### src/rtl/dram_cmd_scheduler.sv
// dram_cmd_scheduler
//   Single-request DRAM command sequencer with a per-bank open-row table.
//   An accepted request is classified as hit / closed / conflict and turned
//   into the matching PRE -> ACT -> RD/WR sequence, honouring T_RP and T_RCD.
//   Refresh has priority at IDLE and is sequenced as PREA (if needed) -> REF,
//   followed by a refresh_ack pulse T_RFC cycles after REF.
//
// Ports
//   clk, rst_b                  clock, asynchronous active-low reset
//   req_valid/req_ready         request handshake (ready only in IDLE, no refresh)
//   req_we/req_bank/row/col     request attributes, latched on acceptance
//   refresh_req/refresh_ack     level refresh request / one-cycle completion pulse
//   cmd_valid/cmd               registered command strobe and opcode
//   cmd_bank/cmd_row/cmd_col    registered command address (unused fields zero)
//   busy                        high whenever the FSM is outside IDLE
module dram_cmd_scheduler #(
    parameter int NUM_OF_BANKS = 8,
    parameter int NUM_OF_ROWS  = 128,
    parameter int NUM_OF_COLS  = 8,
    parameter int T_RP         = 2,
    parameter int T_RCD        = 2,
    parameter int T_RFC        = 8
) (
    input  logic                            clk,
    input  logic                            rst_b,
    input  logic                            req_valid,
    output logic                            req_ready,
    input  logic                            req_we,
    input  logic [$clog2(NUM_OF_BANKS)-1:0] req_bank,
    input  logic [$clog2(NUM_OF_ROWS)-1:0]  req_row,
    input  logic [$clog2(NUM_OF_COLS)-1:0]  req_col,
    input  logic                            refresh_req,
    output logic                            refresh_ack,
    output logic                            cmd_valid,
    output logic [2:0]                      cmd,
    output logic [$clog2(NUM_OF_BANKS)-1:0] cmd_bank,
    output logic [$clog2(NUM_OF_ROWS)-1:0]  cmd_row,
    output logic [$clog2(NUM_OF_COLS)-1:0]  cmd_col,
    output logic                            busy
);

    localparam int BANK_W = $clog2(NUM_OF_BANKS);
    localparam int ROW_W  = $clog2(NUM_OF_ROWS);
    localparam int COL_W  = $clog2(NUM_OF_COLS);
    localparam int T_MAX0 = (T_RP > T_RCD) ? T_RP : T_RCD;
    localparam int T_MAX  = (T_MAX0 > T_RFC) ? T_MAX0 : T_RFC;
    localparam int CNT_W  = $clog2(T_MAX + 1);

    // Counters hold "cycles remaining minus one": the state that loads them
    // is already the first wait cycle, so the next command issues on zero.
    localparam logic [CNT_W-1:0] RP_LOAD  = CNT_W'(T_RP - 1);
    localparam logic [CNT_W-1:0] RCD_LOAD = CNT_W'(T_RCD - 1);
    localparam logic [CNT_W-1:0] RFC_LOAD = CNT_W'(T_RFC - 1);

    localparam logic [2:0] CMD_NOP  = 3'b000;
    localparam logic [2:0] CMD_ACT  = 3'b001;
    localparam logic [2:0] CMD_RD   = 3'b010;
    localparam logic [2:0] CMD_WR   = 3'b011;
    localparam logic [2:0] CMD_PRE  = 3'b100;
    localparam logic [2:0] CMD_PREA = 3'b101;
    localparam logic [2:0] CMD_REF  = 3'b110;

    typedef enum logic [2:0] {
        S_IDLE, S_PRE, S_ACT, S_ACCESS, S_REF_PRE, S_REF
    } state_t;

    state_t                                state_q, state_d;
    logic [CNT_W-1:0]                      cnt_q, cnt_d;
    logic                                  we_q, we_d;
    logic [BANK_W-1:0]                     bank_q, bank_d;
    logic [ROW_W-1:0]                      row_q, row_d;
    logic [COL_W-1:0]                      col_q, col_d;
    logic [NUM_OF_BANKS-1:0]               open_vld_q, open_vld_d;
    logic [NUM_OF_BANKS-1:0][ROW_W-1:0]    open_row_q, open_row_d;
    logic [2:0]                            cmd_q, cmd_d;
    logic [BANK_W-1:0]                     cmd_bank_q, cmd_bank_d;
    logic [ROW_W-1:0]                      cmd_row_q, cmd_row_d;
    logic [COL_W-1:0]                      cmd_col_q, cmd_col_d;
    logic                                  ack_q, ack_d;

    function automatic logic [2:0] access_cmd(input logic we);
        return we ? CMD_WR : CMD_RD;
    endfunction

    assign busy        = (state_q != S_IDLE);
    // Gated by rst_b so ready stays low while reset is held.
    assign req_ready   = rst_b && (state_q == S_IDLE) && !refresh_req;
    assign cmd         = cmd_q;
    assign cmd_valid   = (cmd_q != CMD_NOP);
    assign cmd_bank    = cmd_bank_q;
    assign cmd_row     = cmd_row_q;
    assign cmd_col     = cmd_col_q;
    assign refresh_ack = ack_q;

    always_comb begin
        state_d    = state_q;
        cnt_d      = cnt_q;
        we_d       = we_q;
        bank_d     = bank_q;
        row_d      = row_q;
        col_d      = col_q;
        open_vld_d = open_vld_q;
        open_row_d = open_row_q;
        cmd_d      = CMD_NOP;
        cmd_bank_d = '0;
        cmd_row_d  = '0;
        cmd_col_d  = '0;
        ack_d      = 1'b0;

        case (state_q)
            S_IDLE: begin
                if (refresh_req) begin
                    if (|open_vld_q) begin
                        cmd_d      = CMD_PREA;
                        open_vld_d = '0;
                        cnt_d      = RP_LOAD;
                        state_d    = S_REF_PRE;
                    end else begin
                        cmd_d   = CMD_REF;
                        cnt_d   = RFC_LOAD;
                        state_d = S_REF;
                    end
                end else if (req_valid && req_ready) begin
                    we_d   = req_we;
                    bank_d = req_bank;
                    row_d  = req_row;
                    col_d  = req_col;
                    // The first command of the sequence is issued from the
                    // live request so it appears in the cycle after acceptance.
                    if (open_vld_q[req_bank] && (open_row_q[req_bank] == req_row)) begin
                        cmd_d      = access_cmd(req_we);
                        cmd_bank_d = req_bank;
                        cmd_col_d  = req_col;
                        state_d    = S_ACCESS;
                    end else if (open_vld_q[req_bank]) begin
                        cmd_d                = CMD_PRE;
                        cmd_bank_d           = req_bank;
                        open_vld_d[req_bank] = 1'b0;
                        cnt_d                = RP_LOAD;
                        state_d              = S_PRE;
                    end else begin
                        cmd_d                = CMD_ACT;
                        cmd_bank_d           = req_bank;
                        cmd_row_d            = req_row;
                        open_vld_d[req_bank] = 1'b1;
                        open_row_d[req_bank] = req_row;
                        cnt_d                = RCD_LOAD;
                        state_d              = S_ACT;
                    end
                end
            end
            S_PRE: begin
                if (cnt_q == '0) begin
                    cmd_d              = CMD_ACT;
                    cmd_bank_d         = bank_q;
                    cmd_row_d          = row_q;
                    open_vld_d[bank_q] = 1'b1;
                    open_row_d[bank_q] = row_q;
                    cnt_d              = RCD_LOAD;
                    state_d            = S_ACT;
                end else begin
                    cnt_d = cnt_q - 1'b1;
                end
            end
            S_ACT: begin
                if (cnt_q == '0) begin
                    cmd_d      = access_cmd(we_q);
                    cmd_bank_d = bank_q;
                    cmd_col_d  = col_q;
                    state_d    = S_ACCESS;
                end else begin
                    cnt_d = cnt_q - 1'b1;
                end
            end
            // RD/WR is on the bus this cycle; IDLE follows.
            S_ACCESS: state_d = S_IDLE;
            S_REF_PRE: begin
                if (cnt_q == '0) begin
                    cmd_d   = CMD_REF;
                    cnt_d   = RFC_LOAD;
                    state_d = S_REF;
                end else begin
                    cnt_d = cnt_q - 1'b1;
                end
            end
            S_REF: begin
                if (cnt_q == '0) begin
                    ack_d   = 1'b1;
                    state_d = S_IDLE;
                end else begin
                    cnt_d = cnt_q - 1'b1;
                end
            end
            default: state_d = S_IDLE;
        endcase
    end

    always_ff @(posedge clk or negedge rst_b) begin
        if (!rst_b) begin
            state_q    <= S_IDLE;
            cnt_q      <= '0;
            we_q       <= 1'b0;
            bank_q     <= '0;
            row_q      <= '0;
            col_q      <= '0;
            open_vld_q <= '0;
            open_row_q <= '0;
            cmd_q      <= CMD_NOP;
            cmd_bank_q <= '0;
            cmd_row_q  <= '0;
            cmd_col_q  <= '0;
            ack_q      <= 1'b0;
        end else begin
            state_q    <= state_d;
            cnt_q      <= cnt_d;
            we_q       <= we_d;
            bank_q     <= bank_d;
            row_q      <= row_d;
            col_q      <= col_d;
            open_vld_q <= open_vld_d;
            open_row_q <= open_row_d;
            cmd_q      <= cmd_d;
            cmd_bank_q <= cmd_bank_d;
            cmd_row_q  <= cmd_row_d;
            cmd_col_q  <= cmd_col_d;
            ack_q      <= ack_d;
        end
    end

endmodule

### config.mk
export PLATFORM = sky130hd
export DESIGN_NAME = dram_cmd_scheduler
export DESIGN_NICKNAME = d
export VERILOG_FILES = /design/src/rtl/dram_cmd_scheduler.sv
export SDC_FILE = /design/constraint.sdc
export NUM_CORES = 1
export LEC_CHECK = 0
export BUFFER_PORTS_ARGS = -buffer_cell sky130_fd_sc_hd__buf_4
export CAP_MARGIN = 5
export CORE_MARGIN = 2
export CORE_UTILIZATION = 45
export DETAILED_ROUTE_END_ITERATION = 8
export PLACE_DENSITY = 0.65
export SYNTH_ARGS = -nofsm -noshare
export SYNTH_HDL_FRONTEND = slang
export SYNTH_SLANG_ARGS = --single-unit
### constraint.sdc
create_clock -name clk -period 5.45 [get_ports clk]
set_clock_uncertainty 0.15 [all_clocks]
set_input_delay 1.09 -clock clk [delete_from_list [all_inputs] [get_ports clk]]
set_output_delay 1.09 -clock clk [all_outputs]
set_load 0.02 [all_outputs]
# Word-level counts from Yosys, hierarchy flattened
# Cells that the tools add are included.
[op_classes] n_mux=73 n_eq_ne=17 bitwise=5 add_sub_neg=1 order_cmp=4 reduce_logical=21
[op_table] cell="$mux W56" count=5
[op_table] cell="$bwmux W56" count=2
[op_table] cell="$pmux W56 S2" count=1
[op_table] cell="$mux W3" count=19
[op_table] cell="$mux W7" count=8
[op_table] cell="$mux W8" count=6
[op_table] cell="$demux W7 S3" count=2
[op_table] cell="$mux W4" count=6
[op_table] cell="$bmux W7 S3" count=1
[op_table] cell="$ne A2 B2 Y1 const B" count=8
[op_table] cell="$or A8 B8 Y8" count=2
[op_table] cell="$pmux W4 S4" count=1
[op_table] cell="$pmux W8 S2" count=1
[op_table] cell="$pmux W3 S5" count=1
[op_table] cell="$pmux W7 S2" count=1
[op_table] cell="$pmux W3 S2" count=2
[op_table] cell="$pmux W3 S4" count=1
[op_table] cell="$reduce_and A5 Y1" count=2
[op_table] cell="$mux W1" count=9
[op_table] cell="$and A8 B8 Y8" count=1
[op_table] cell="$lt A3 B4 Y1 const B" count=2
[op_table] cell="$mux W2" count=4
[op_table] cell="$not A8 Y8" count=1
[op_table] cell="$reduce_or A8 Y1" count=1
[op_table] cell="other kinds (23)" count=34
[totals] reg_bits=102 elab_cells=141 out_inout_bits=20 input_bits=18

# Depth between registers and ports, before layout
[logic_depth] ltp_word=11 mapped_depth=10 depth_no_buf=9

# Least setup slack after synthesis
# OpenSTA, ideal clock, no wires.
[synth_path] kind="in2reg" start="in req_bank[0]" end="reg cnt_q[2]" arrival_time_ps=3097 setup_time_ps=143 required_time_ps=5157 path_buffers=3 setup_slack_ps=2059 path_stages=10 cell_sequence="buf_6 > buf_6 > mux4_2 > mux2i_1 > xor2_1 > nand3_1 > or4_4 > buf_6 > o211ai_1 > a22oi_1"
[synth_via] elab_chain_cells=6 elab_cells_between_ends=8 cone_classes="eq/ne (2); mux (4); reduce/logical (2)"
[synth_lines] element="start: declaration" line="29" text="input logic [$clog2(NUM_OF_BANKS)-1:0] req_bank,"
[synth_lines] element="$bmux W7 S3" line="130" text="if (open_vld_q[req_bank] && (open_row_q[req_bank] == req_row)) begin"
[synth_lines] element="$mux W7 (implied by the code)" line="130"
[synth_lines] element="$eq A7 B7 Y1" line="130"
[synth_lines] element="$logic_and A1 B1 Y1 (*)" line="130"
[synth_lines] element="$ne A3 B3 Y1 (no line) (*)"
[synth_lines] element="$reduce_and A4 Y1 (no line) (*)"
[synth_lines] element="end signal: assignment" line="215" text="cnt_q <= cnt_d;"
[synth_lines] element="end: declaration" line="68" text="logic [CNT_W-1:0] cnt_q, cnt_d;"
# Mark *: on every way between the ends. The rest lies on a longest branch, timed or not. The select of a mux whose other input is x is not followed.
# A chain may end at the register's enable or synchronous reset.

# Final worst setup path
[layout_path] start="in refresh_req" end="reg open_row_q[51] (netlist name)"
[layout_via] elab_chain_cells=5 elab_cells_between_ends=6 cone_classes="eq/ne (2); reduce/logical (4)"
[layout_lines] element="start: declaration" line="32" text="input logic refresh_req,"
[layout_lines] element="$logic_not A1 Y1" line="87" text="assign req_ready = rst_b && (state_q == S_IDLE) && !refresh_req;"
[layout_lines] element="$logic_and A1 B1 Y1" line="87"
[layout_lines] element="$logic_and A1 B1 Y1" line="123" text="end else if (req_valid && req_ready) begin"
[layout_lines] element="$ne A2 B1 Y1 (no line)"
[layout_lines] element="$reduce_and A6 Y1 (no line) (*)"
[layout_lines] element="end signal: assignment" line="221" text="open_row_q <= open_row_d;"
[layout_lines] element="end: declaration" line="74" text="logic [NUM_OF_BANKS-1:0][ROW_W-1:0] open_row_q, open_row_d;"
# Mark *: on every way between the ends. The rest lies on a longest branch, timed or not.

==> run summary <==
The run gives 14200 sq um as the area enclosed by the die boundary. Each instance of the synthesized netlist takes up on average 9.46 sq um. The count of final max-slew check failures came out at 0. The headroom to the max-slew limit came out at 0.140. The run gives 0 as the initial antenna violation count. The top cell types in the final layout, fill and taps aside, are dfrtp_1, nand2_1, buf_4. Across the run, the number of max-cap violations was 0. Buffers placed on the I/O ports in this run total 37.

Clock-pin slew was measured on the worst setup and hold paths at 0.07 ns. Setup violations remaining at the end of the flow were counted as 0. The startpoint of the most critical hold path was col_q[2]$_DFFE_PN0P_.

The tightest hold path in the finished design has a slack of 0.334 ns. The starting density of the core is 0.457, and the fraction of layout cells with a size suffix above 1 is 0.190. For the hold-fix buffer count after cts, the log shows 0. Kind of critical path: in -> reg.

The overall via count from detail_route was 5317; the largest voltage drop on the vdd net was 0.146 mV. The share of power burned in registers came out at 0.434. The combined buffer and inverter count along the critical path works out to 2. The worst endpoint data arrival time came out at 3.81 ns. The layout overhead on the synthesized area is 10.6%. The distinct cell type count of the synthesized netlist came out at 61. The total overflow left after global routing is 0.

The cell count after synthesis came out at 632. After detailed routing, the number of remaining DRC violations is 0. The area taken by multi-input logic gates came out at 3160 sq um. After clock tree synthesis, the repair step resized 0 gates.

After the last flow step, the layout net total stands at 656. The chip width is 119 um, and the count of synthesis-stage warnings from yosys is 0. Summed over all nets, the switching power comes to 0.00106 W.

For this run, the top clock speed supported by timing is 0.269 GHz. The synthesized netlist net count is 652, and the number of violations reported at the end of detailed-routing iteration 0 is 588. Summed over all nets, the half-perimeter wirelength after detailed placement is 12900 um. For the final weighted congestion in routability-driven placement, the log shows 0.958.

The synthesized design contains 0 enable-type register cells. In this run the standard cell core region covers 13100 sq um. The later pin in the worst-skew pair is clocked with a latency of 0.36 ns. The fraction of power spent switching nets is 0.394.

The tools report the remaining antenna violation count after routing as 0. For this run, the leading register cell type out of synthesis is dfrtp_1. After floorplanning, the core was divided into 42 placement rows.

The final period demand of the worst path is 3.72 ns, and the overall routing resource usage is 0.273. The floorplan step set the die height to 119 um. Timing analysis after detailed placement gives a worst setup slack of 1.43 ns.

STA puts the critical path data required time at 5.54 ns. The final clock period utilization by the worst path was 0.682. The tools report the via count of the first global-routing pass as 5069. The cell family contributing the most delay on the critical path is simple AND/OR/NAND/NOR gates. The number of vias per cell after detailed routing is 6.51. The clock drives 102 sinks. The run gives 0.250 as the part of the total power dissipated in the clock network. Launching point of the worst reg2reg path: state_q[1]$_DFFE_PN0P_. In this run the worst hold path is classified as reg -> reg. The logs give 817 for the number of cells in the finished layout apart from fillers and 0 for the count of endpoints failing hold in the final timing report.

The most numerous cell type found on the critical path is buf_4. For the total iterations of the first detailed-routing run, the log shows 5. The proportion of synthesized chip area in sequential cells came out at 0.427. The most critical setup path has its startpoint at refresh_req. TritonCTS built the clock tree. The number of buffers between clock root and the deepest sink is 2, and the final non-filler cell area is 6610 sq um. The number of synthesized register bits works out to 102.

For the pin count of the biggest net entering global routing, the log shows 58. Share of flip-flops with an asynchronous set or reset: 1.00. The logs give 801 for the cell total after placement and 29400 um for the global-route wire length before repair. In this design, the stage delay of the slowest critical-path cell is 0.46 ns.

0 antenna diodes ended up in the layout. The tools report the number of filler cells placed in the layout as 1194. Setup repair after global routing left no endpoint under its margin. Traced cell by cell, the critical path runs through buf_4, nor4_4, and2_1, nand2_2, nor3_4, o21a_1, buf_4, nand2_1, mux2_2. Summing every instance area after synthesis gives 5980 sq um. Internal power comes to 0.00162 W. The CTS buffer count was 9. For this design, the slowest cell found on the critical path is nor3_4. The post-CTS setup-driven buffer insertion count is 0.

Adding up every negative setup slack in the final design gives 0 ns. Once placement finished, the instance area stood at 6310 sq um. Area of all sequential standard cells: 2550 sq um.

The analysis attributes to cell leakage a power of 2.98 nW. The power density over cell area came out at 405 nW/um^2. In this run the worst path has a maximum fanout of 30. STA classifies the critical path endpoint as a flip-flop. The final worst-path setup slack is 1.73 ns, and the I/O pin total is 38. At the pin with the least slew margin, the transition time is 1.28 ns. After detailed routing, the average wire length per cell comes to 23.4 um. The tree is rooted in a clkbuf_16. The H-tree was split into 3 levels.

STA classifies the critical path startpoint as an input port. Routed wire length: 19100 um. The library cell used most frequently in the layout, excluding fill and tap cells, is dfrtp_1.

The flow ran to the end, and the final reports show no timing, DRC or antenna violations. Combinational cell fraction of total power: 0.316.
[worst paths after layout]
| path | slack [ns] | cells past startpoint | end |
|---|---|---|---|
| min reg2reg | 0.33 | 2 | col_q[2]$_DFFE_PN0P_ |
| min in group asynchronous | 0.70 | 2 | refresh_ack$_DFF_PN0_ |
| min | 0.33 | 2 | col_q[2]$_DFFE_PN0P_ |
| max reg2reg | 1.75 | 8 | open_row_q[51]$_DFFE_PN0P_ |
| max in group asynchronous | 3.28 | 3 | open_row_q[11]$_DFFE_PN0P_ |
| max | 1.73 | 9 | open_row_q[51]$_DFFE_PN0P_ |
[synthesized netlist by cell type, types with 3 or more instances]
master       n  area share
o22ai_1      6      0.0063
a22o_1      33       0.048
nor3b_1      5      0.0063
o21ai_0     31       0.026
a21o_1       4      0.0050
o21ai_1      5      0.0042
buf_6        3      0.0056
nor2_1      42       0.026
nand3_1      5      0.0042
nor2_4       3      0.0056
o211ai_1     5      0.0063
a211oi_1     3      0.0038
nand2b_1     5      0.0052
buf_2        8      0.0067
nand2_1     87       0.055
a221oi_1     3      0.0044
a21oi_1     33       0.028
inv_1        8      0.0050
and2_1       3      0.0031
clkbuf_1    31       0.019
a31oi_1     23       0.024
mux2_1       3      0.0056
nor3_1      14       0.012
buf_1       10      0.0063
a22oi_1     32       0.040
and4b_1      3      0.0050
mux4_2       4       0.015
mux2i_1     15       0.025
dfrtp_1    102        0.43
and3_1      10       0.010
o2bb2ai_1    7       0.010
or3_1        5      0.0052
mux2_2      42       0.079
[logic make-up after synthesis]
family / count (synthesis) / synth area share
muxes: 64 / 0.125
AOI/OAI and AO/OA: 202 / 0.234
DFF: 102 / 0.427
adders and majority gates: 2 / 0.00418
and+or+nand+nor: 198 / 0.162
buffers and inverters: 61 / 0.0444
xor gates and xnor gates: 3 / 0.00440
[worst register-to-register path, delay by kind of cell, from the launching register on]
family	cells	cell delay, ns
multiplexers	1	0.36
flip-flops	1	0.68
AO/OA/AOI/OAI	1	0.19
buffers and inverters	1	0.30
AND/OR/NAND/NOR	5	1.91
[power by group through the flow]
| stage | Combinational (W) | Clock, W | Sequential [W] |
|---|---|---|---|
| 2_1_floorplan | 0.000646 | 0 | 0.00104 |
| 3_3_place_gp | 0.000809 | 0 | 0.00116 |
| 3_5_place_dp | 0.000827 | 0 | 0.00116 |
| 4_1_cts | 0.000832 | 0.000671 | 0.00115 |
| 5_1_grt | 0.000932 | 0.000704 | 0.00118 |
| 6_report | 0.000847 | 0.000670 | 0.00116 |
[state kept, by name, summed over array words and instances, names as in the netlist, 3 cells and up]
signal and cells:
cnt_q 4, cmd_row 7, cmd_col 3, row_q 7, col_q 3, open_vld_q 8
cmd_bank 3, open_row_q 56, cmd 3, bank_q 3, state_q 3
[stage by stage]
step                power [W]  utilization
floorplan             0.00168            -
global placement      0.00197        0.482
detailed placement    0.00199        0.482
CTS                   0.00265        0.505
global route          0.00281        0.505
finish                0.00268        0.505
[layer usage]
layer	part of all wire	wire length [um]	global-route usage	vias to the layer above
li1	-	-	-	2346
met1	0.43	8180	0.385	2603
met2	0.45	8570	0.405	324
met3	0.099	1900	0.0690	44
met4	0.025	475	0.103	0
met5	0	0	0	-
[area by class of cell]
cell class | instances | share of cell area
repair buffers | 46 | 0.0522
clock inverters | 3 | 0.00643
well taps | 176 | 0.0333
clock buffers | 13 | 0.0394
inverters | 8 | 0.00454
flip-flops and latches | 102 | 0.386
multi-input cells | 469 | 0.478
No activity file was read; power rests on OpenSTA's default activity.
